File: src/rtl/video_dma_pkg.sv
// video_dma_pkg: register map, status bits, FSM states and pixel type
// shared by the video-out DMA reader and its pixel FIFO.
package video_dma_pkg;
    localparam logic [1:0] REG_BUFFER = 2'd0;
    localparam logic [1:0] REG_BACK   = 2'd1;
    localparam logic [1:0] REG_RES    = 2'd2;
    localparam logic [1:0] REG_STATUS = 2'd3;
    localparam int STAT_SWAP   = 0;
    localparam int STAT_ENABLE = 2;
    typedef enum logic [1:0] {ST_IDLE, ST_FETCH, ST_FLUSH} state_e;
    typedef logic [15:0] pixel_t;
endpackage

File: src/rtl/video_dma_pixel_fifo.sv
// video_dma_pixel_fifo: synchronous show-ahead FIFO; rdata is the head
// entry whenever empty is low, count reports the current occupancy.
module video_dma_pixel_fifo #(
    parameter int DATA_W = 16,
    parameter int DEPTH  = 16
) (
    input  logic                       clk,
    input  logic                       rst_n,
    input  logic                       push,
    input  logic [DATA_W-1:0]          wdata,
    input  logic                       pop,
    output logic [DATA_W-1:0]          rdata,
    output logic [$clog2(DEPTH):0]     count,
    output logic                       empty
);
    localparam int AW = $clog2(DEPTH);

    logic [DATA_W-1:0] mem_q [DEPTH];
    logic [AW-1:0]     wr_ptr_q, wr_ptr_d, rd_ptr_q, rd_ptr_d;
    logic [AW:0]       count_q, count_d;

    always_comb begin
        wr_ptr_d = push ? wr_ptr_q + AW'(1) : wr_ptr_q;
        rd_ptr_d = pop ? rd_ptr_q + AW'(1) : rd_ptr_q;
        count_d  = count_q + (AW+1)'(push) - (AW+1)'(pop);
    end

    always_ff @(posedge clk or negedge rst_n) begin
        if (!rst_n) begin
            wr_ptr_q <= '0;
            rd_ptr_q <= '0;
            count_q  <= '0;
        end else begin
            wr_ptr_q <= wr_ptr_d;
            rd_ptr_q <= rd_ptr_d;
            count_q  <= count_d;
        end
    end

    always_ff @(posedge clk) begin
        if (push) mem_q[wr_ptr_q] <= wdata;
    end

    assign rdata = mem_q[rd_ptr_q];
    assign count = count_q;
    assign empty = (count_q == '0);
endmodule

File: src/rtl/video_out_dma_reader.sv
// video_out_dma_reader: Avalon-MM read master streaming a 16-bit frame buffer
// out as Avalon-ST video, with a CPU-controlled front/back buffer swap at frame ends.
module video_out_dma_reader
    import video_dma_pkg::*;
#(
    parameter int          WIDTH        = 320,
    parameter int          HEIGHT       = 240,
    parameter int          FIFO_DEPTH   = 16,
    parameter logic [31:0] BUF_DEFAULT  = 32'h0000_0000,
    parameter logic [31:0] BACK_DEFAULT = 32'h0002_5800
) (
    input  logic        sys_clk_clk,
    input  logic        sys_reset_reset_n,
    input  logic [1:0]  ctrl_address,
    input  logic [3:0]  ctrl_byteenable,
    input  logic        ctrl_read,
    input  logic        ctrl_write,
    input  logic [31:0] ctrl_writedata,
    output logic [31:0] ctrl_readdata,
    output logic [31:0] dma_master_address,
    output logic        dma_master_read,
    input  logic        dma_master_waitrequest,
    input  logic [15:0] dma_master_readdata,
    input  logic        dma_master_readdatavalid,
    output logic [15:0] stream_data,
    output logic        stream_startofpacket,
    output logic        stream_endofpacket,
    output logic        stream_valid,
    input  logic        stream_ready
);
    localparam int N  = WIDTH * HEIGHT;
    localparam int IW = $clog2(N);
    localparam int CW = $clog2(FIFO_DEPTH) + 1;

    state_e        state_q, state_d;
    logic [31:0]   buffer_q, buffer_d, back_q, back_d, frame_base_q, frame_base_d;
    logic [31:0]   readdata_q, readdata_d, status, rd_mux;
    logic          enable_q, enable_d, swap_pending_q, swap_pending_d;
    logic [IW-1:0] rd_idx_q, rd_idx_d, out_idx_q, out_idx_d;
    logic [CW-1:0] outstanding_q, outstanding_d, fifo_count;
    logic          fifo_empty, accept, pop, swap, wr_buf, wr_back, wr_stat;
    pixel_t        fifo_head;

    video_dma_pixel_fifo #(.DATA_W(16), .DEPTH(FIFO_DEPTH)) u_fifo (
        .clk   (sys_clk_clk),
        .rst_n (sys_reset_reset_n),
        .push  (dma_master_readdatavalid),
        .wdata (dma_master_readdata),
        .pop   (pop),
        .rdata (fifo_head),
        .count (fifo_count),
        .empty (fifo_empty)
    );

    // Credit check counts in-flight reads so returned data always has a FIFO slot.
    assign dma_master_read    = (state_q == ST_FETCH) &&
                                (({1'b0, fifo_count} + {1'b0, outstanding_q}) < (CW+1)'(FIFO_DEPTH));
    assign dma_master_address = frame_base_q + (32'(rd_idx_q) << 1);
    assign accept             = dma_master_read & ~dma_master_waitrequest;
    assign stream_valid       = ~fifo_empty;
    assign stream_data        = stream_valid ? fifo_head : '0;
    assign stream_startofpacket = stream_valid && (out_idx_q == '0);
    assign stream_endofpacket   = stream_valid && (out_idx_q == IW'(N-1));
    assign pop                = stream_valid & stream_ready;
    assign ctrl_readdata      = readdata_q;
    assign wr_buf             = ctrl_write && (ctrl_address == REG_BUFFER);
    assign wr_back            = ctrl_write && (ctrl_address == REG_BACK);
    assign wr_stat            = ctrl_write && (ctrl_address == REG_STATUS);
    assign swap               = (state_q == ST_FLUSH) && swap_pending_q;

    always_comb begin
        state_d      = state_q;
        frame_base_d = frame_base_q;
        rd_idx_d     = rd_idx_q;
        case (state_q)
            ST_IDLE: if (enable_q && fifo_empty) begin
                frame_base_d = buffer_q;
                rd_idx_d     = '0;
                state_d      = ST_FETCH;
            end
            ST_FETCH: if (accept) begin
                rd_idx_d = rd_idx_q + IW'(1);
                if (rd_idx_q == IW'(N-1)) state_d = ST_FLUSH;
            end
            ST_FLUSH: begin
                frame_base_d = swap ? back_q : buffer_q;
                rd_idx_d     = '0;
                state_d      = enable_q ? ST_FETCH : ST_IDLE;
            end
            default: state_d = ST_IDLE;
        endcase
        outstanding_d = outstanding_q + CW'(accept) - CW'(dma_master_readdatavalid);
        out_idx_d = pop ? ((out_idx_q == IW'(N-1)) ? '0 : out_idx_q + IW'(1)) : out_idx_q;
        buffer_d = swap ? back_q : buffer_q;
        back_d   = back_q;
        if (wr_back)
            for (int i = 0; i < 4; i++)
                if (ctrl_byteenable[i]) back_d[8*i +: 8] = ctrl_writedata[8*i +: 8];
        // The swap owns the back register that cycle; a concurrent CPU write is lost.
        if (swap) back_d = buffer_q;
        swap_pending_d = wr_buf | (swap_pending_q & ~swap);
        enable_d = (wr_stat && ctrl_byteenable[0]) ? ctrl_writedata[STAT_ENABLE] : enable_q;
        status = '0;
        status[STAT_SWAP]   = swap_pending_q;
        status[STAT_ENABLE] = enable_q;
        rd_mux = (ctrl_address == REG_BUFFER) ? buffer_q :
                 (ctrl_address == REG_BACK)   ? back_q :
                 (ctrl_address == REG_RES)    ? {16'(HEIGHT), 16'(WIDTH)} : status;
        readdata_d = ctrl_read ? rd_mux : readdata_q;
    end

    always_ff @(posedge sys_clk_clk or negedge sys_reset_reset_n) begin
        if (!sys_reset_reset_n) begin
            state_q        <= ST_IDLE;
            buffer_q       <= BUF_DEFAULT;
            back_q         <= BACK_DEFAULT;
            frame_base_q   <= '0;
            readdata_q     <= '0;
            enable_q       <= 1'b0;
            swap_pending_q <= 1'b0;
            rd_idx_q       <= '0;
            out_idx_q      <= '0;
            outstanding_q  <= '0;
        end else begin
            state_q        <= state_d;
            buffer_q       <= buffer_d;
            back_q         <= back_d;
            frame_base_q   <= frame_base_d;
            readdata_q     <= readdata_d;
            enable_q       <= enable_d;
            swap_pending_q <= swap_pending_d;
            rd_idx_q       <= rd_idx_d;
            out_idx_q      <= out_idx_d;
            outstanding_q  <= outstanding_d;
        end
    end
endmodule

File: config.mk
export PLATFORM = sky130hd
export DESIGN_NAME = video_out_dma_reader
export DESIGN_NICKNAME = d
export VERILOG_FILES = /design/src/rtl/video_dma_pkg.sv /design/src/rtl/video_dma_pixel_fifo.sv /design/src/rtl/video_out_dma_reader.sv
export SDC_FILE = /design/constraint.sdc
export NUM_CORES = 1
export LEC_CHECK = 0
export BUFFER_PORTS_ARGS = -buffer_cell sky130_fd_sc_hd__buf_4
export CAP_MARGIN = 20
export CORE_MARGIN = 4
export CORE_UTILIZATION = 35
export DETAILED_ROUTE_END_ITERATION = 16
export SLEW_MARGIN = 20
export SYNTH_ARGS = -nofsm -noshare
export SYNTH_HDL_FRONTEND = slang
export SYNTH_SLANG_ARGS = --single-unit
File: constraint.sdc
create_clock -name sys_clk_clk -period 8.3 [get_ports sys_clk_clk]
set_input_delay 0.83 -clock sys_clk_clk [delete_from_list [all_inputs] [get_ports sys_clk_clk]]
set_output_delay 0.83 -clock sys_clk_clk [all_outputs]
set_load 0.03 [all_outputs]
==> Word level (Yosys, flattened, before mapping) <==
Memories as Yosys holds them, arrays and structs flattened.
Cells that the tools add are included.
{ "word_totals": {"ramBits": 256, "mem_count": 1, "elab_cells": 96, "register_bits": 184, "inputBits": 61, "output_inout_bits": 84} }
{ "classes": {"bitwise_logic": 7, "reduce_logical": 27, "magnitude_cmp": 1, "n_eq_ne": 10, "mux": 24, "add_sub_neg": 10} }
{ "mem_list": {"columns": ["name", "depth", "width", "rd", "rd_clocked_by_memory_dff", "wr", "line_no", "text"], "rows": [
  ["u_fifo.mem_q", 16, 16, 1, 0, 1, "video_dma_pixel_fifo.sv:18", "logic [DATA_W-1:0] mem_q [DEPTH];"]
]} }
{ "ops": {"columns": ["operator", "n"], "rows": [
  ["$mux 32", 6],
  ["$pmux 32 s2", 1],
  ["$mux 17", 3],
  ["$pmux 17 s3", 1],
  ["$add 17x1->17 const B", 2],
  ["$eq 17x17->1 const B", 2],
  ["$add 32x18->32", 1],
  ["$mux 8", 4],
  ["$mux 24", 1],
  ["$logic_not 17->1", 1],
  ["$mux 16", 1],
  ["$reduce_bool 2->1", 6],
  ["$add 5x1->5", 2],
  ["$reduce_and 2->1", 5],
  ["$sub 5x1->5", 2],
  ["$logic_and 1x1->1", 9],
  ["$add 4x1->4 const B", 2],
  ["$add 5x5->6", 1],
  ["$eq 2x2->1 const B", 3],
  ["$lt 6x5->1 const B", 1],
  ["$mux 2", 3],
  ["$pmux 2 s3", 1],
  ["$reduce_and 3->1", 2],
  ["$logic_not 5->1", 1],
  ["9 further kinds", 18]
]} }

==> Depth between registers and ports, before layout <==
{ "logic_depth": {"depth_word": 6, "ltp_mapped": 16, "ltp_nobuf": 16} }

==> By module <==
Synthesis repeated with hierarchy kept, for this count alone.
{ "hier_totals": {"hier_cells": 1405, "hier_area_um2": 19359.8} }
{ "modules_own_cells": {"columns": ["mod", "area_per_inst_um2", "instances", "cells_each", "seq_area_each_um2"], "rows": [
  ["video_dma_pixel_fifo", 10410.0, 1, 475, 8012.7],
  ["video_out_dma_reader", 8949.8, 1, 930, 4284.1]
]} }

==> Worst setup path before layout <==
No wires, ideal clock.
{ "synth_path": {"path_kind": "reg2out", "from": "reg rd_idx_q[13]", "to": "out dma_master_address[26]", "path_buffers": 1, "path_stages_with_launch": 9, "t_arrival_ns": 2.523, "required_ns": 7.470, "setup_slack_ns": 4.947, "cell_sequence": "dfrtp_1 > ha_1 > clkbuf_1 > nand2_1 > nor2_1 > nand3_1 > o31ai_1 > nand4_1 > xnor2_1"} }
{ "synth_via": {"elab_chain_cells": 1} }
{ "synth_lines": {"columns": ["element", "line_no", "text"], "rows": [
  ["from (decl)", "video_out_dma_reader.sv:39", "logic [IW-1:0] rd_idx_q, rd_idx_d, out_idx_q, out_idx_d;"],
  ["from (signal assigned)", "video_out_dma_reader.sv:132", "rd_idx_q <= rd_idx_d;"],
  ["$add 32x18->32", "video_out_dma_reader.sv:58", "assign dma_master_address = frame_base_q + (32'(rd_idx_q) << 1);"],
  ["to (decl)", "video_out_dma_reader.sv:20", "output logic [31:0] dma_master_address,"]
]} }
No other way between the ends.

==> Worst setup path in the final report <==
{ "layout_path": {"from": "reg u_fifo.rd_ptr_q[0]", "to": "out stream_data[5]"} }
{ "layout_via": {"elab_chain_cells": 2} }
{ "layout_lines": {"columns": ["element", "line_no", "text"], "rows": [
  ["from (decl)", "video_dma_pixel_fifo.sv:19", "logic [AW-1:0] wr_ptr_q, wr_ptr_d, rd_ptr_q, rd_ptr_d;"],
  ["from (signal assigned)", "video_dma_pixel_fifo.sv:35", "rd_ptr_q <= rd_ptr_d;"],
  ["$mem_v2 16x16", null, null],
  ["$mux 16", "video_out_dma_reader.sv:61", "assign stream_data = stream_valid ? fifo_head : '0;"],
  ["to (decl)", "video_out_dma_reader.sv:25", "output logic [15:0] stream_data,"]
]} }
No other way between the ends.

==> metrics.txt <==
root buffer cell clkbuf_16; CTS tree built; reg2reg path depth 16; placed insts 2,166; nature of the critical path startpoint register; Async SR Flop Fraction 41.82%; Most used DFF post-synth edfxtp_1; Slew HR 30.17%; Max Clock Skew 0.03096 ns; Setup crit end kind primary output; FF-to-FF End u_fifo.count[4]; H-tree depth 2; CP required 7.47 ns; Net Sw Power 2.345 mW; pre-CTS setup slack 4.284 ns; via count 11,450; Sw Share 32.10%; chip height 243.1 µm; yosys warns 0; # nets final 1,624; Hold-fix buffers, CTS 0; post-CTS setup buffer count 0; Post-synth EDFFs 256; core area 54,240 µm²; Mapped Cells 1,367; DRT Wirelength 47.49 mm; Logic pwr share 29.8%; Synth Area per Inst 14.15 µm²; Clk pin slew, worst setup/hold paths 0.06 ns; clk buf depth 3; power share of the sequential group 39.4%; IO Port Bufs 144; post-CTS sizing 0; Clock Power Share 30.8%; total die area 59,080 µm²; Placement Cell Area 21,260 µm²; Slew Viols, Final 0; CP max-delay cell dfrtp_4; Cell Chain, Critical Path buf_4 > mux4_2 > mux4_2 > and2_1 > buf_4; CP Max Fanout 40; minimum clock period 4.457 ns; Layout Cells excl Fill 2,255; GRT Overall Usage 15.89%; vias per cell 5.076; final antenna-violating net count 0; Internal 4.960 mW; RSZ-0062 raised after global routing false; Worst EP arrival 3.63 ns; Max Cap Violations 0; outcome complete, no violations; die width 243.1 µm; final instance area 22,980 µm²; final setup fails 0; Post-Syn Nets 1,471; worst slew pin tran 1.039 ns; Residual DRC 0; Max IR drop VDD 0.2914 mV; Max Freq 224.4 MHz; fin worst setup slack 3.843 ns; CP max stage delay 0.79 ns; Inserted Clock Buffers 47; layout cells sized above 1 23.62%; Sink Count 440; vias in the first global route 11,860; Critical Setup Path Class reg2out; routability cong. 0.8161; GRT overflow 0; R2R Setup Slk 4.40 ns; Pre-antenna DRT Iters 5; HP Class in2async; initial antenna violation count 2; sequential-to-total area share from yosys stat 63.58%; total power 7.305 mW; num ports 145; leakage 9.411 nW; Hold Violations, Final 0; commonest non-fill, non-tap cell in the layout edfxtp_1; TNS Setup 0 ns; initial core utilization 35.66%; Core Rows 85; post-synth cell types 58; Period Utilization, post-route 53.70%; first-pass GRT wire length 72.63 mm; most frequent cells in the layout edfxtp_1, dfrtp_1, buf_4; largest net degree at the start of global routing 119; pwr/cell area 317.9 nW/µm²; R2R Path Start u_fifo.count[2]; area grow syn2layout 18.80%; worst skew pair latency 0.61 ns; initial DRC count 902; routed wire length per instance 21.06 µm; hpwl dp 29.65 mm; Synth Register Bits 440; Mapped Area 19,340 µm²
## logic make-up after synthesis
logic type                 count (synthesis)  synth area share, %
DFF                                      440                63.58
and+or+nand+nor                          343                8.404
AOI/OAI and AO/OA                        174                5.415
muxes                                    165                13.89
buffers and inverters                    134                2.730
xor gates and xnor gates                  68                3.080
adders and majority gates                 43                2.898
## per-stage QoR
stage / hold WS [ns] / util, %
detailed placement: 0.4701 / 39.20
global placement: 0.4713 / 39.09
CTS: 0.4150 / 42.30
finish: 0.4015 / 42.36
global route: 0.4500 / 42.36
floorplan: 0.4469 / -
## how the worst max path moves through the flow
stage	start	to	slack, ns
finish	u_fifo.rd_ptr_q[0]	stream_data[5]	3.84
global placement	u_fifo.rd_ptr_q[0]	stream_data[5]	4.40
detailed placement	u_fifo.count[2]	u_fifo.count[4]	4.28
CTS	u_fifo.rd_ptr_q[0]	stream_data[5]	3.69
floorplan	rd_idx_q[13]	dma_master_address[26]	4.95
global route	u_fifo.rd_ptr_q[0]	stream_data[5]	3.58
## cells in the mapped netlist (all sizes together) (9+ instances only)
| master | instances | share of area (%) |
|---|---|---|
| a21o | 16 | 0.62 |
| a21oi | 59 | 1.5 |
| and2 | 33 | 1.1 |
| and3 | 10 | 0.32 |
| buf | 19 | 0.50 |
| clkbuf | 41 | 0.80 |
| dfrtp | 180 | 23 |
| edfxtp | 256 | 40 |
| ha | 40 | 2.6 |
| inv | 73 | 1.4 |
| mux2 | 27 | 1.6 |
| mux2i | 58 | 3.0 |
| mux4 | 80 | 9.3 |
| nand2 | 151 | 2.9 |
| nand3 | 22 | 0.57 |
| nand4 | 16 | 0.52 |
| nor2 | 72 | 1.4 |
| nor4 | 9 | 0.43 |
| o21ai | 37 | 0.96 |
| o22ai | 25 | 0.81 |
| xnor2 | 48 | 2.2 |
| xor2 | 20 | 0.91 |
## per-layer routing
layer	GRT usage (%)	part of all wire, %	vias to the layer above
li1	-	-	5339
met3	2.858	4.7	71
met1	20.77	43	5769
met4	5.364	2.8	2
met5	0	0.027	-
met2	26.84	49	265
## area by class of cell
cell class	count	area (µm²)
multi-input combinational	793	6539
clock buffer	61	1279
fill	4923	31260
clock inverter	26	406.6
inverter	74	277.8
timing repair buffer	164	1297
antenna	1	2.502
tap	696	870.8
sequential	440	12300
## sequential cells by signal, indices dropped and copies added (netlist names), 4 cells and up
signal / cells
u_fifo.mem_q: 256
u_fifo.rd_ptr_q: 4
buffer_q: 32
ctrl_readdata: 32
u_fifo.wr_ptr_q: 4
out_idx_q: 17
u_fifo.count: 5
outstanding_q: 5
back_q: 32
frame_base_q: 32
rd_idx_q: 17
## power groups by stage
stage                     Combinational (mW)  Sequential, mW  Clock (mW)
after floorplan                         1.56            2.82           0
after global placement                  2.13            2.93           0
after detailed placement                2.18            2.94           0
after CTS                               2.19            2.90        2.31
after global routing                    2.36            2.93        2.40
final                                   2.18            2.88        2.25
## critical path: cells and delay by family (launching register included)
kind          cells  cell delay, ns
mux               2            1.07
buf+inv           2            0.91
flops             1            0.79
simple gates      1            0.22
(Power assumes the default switching activity.)
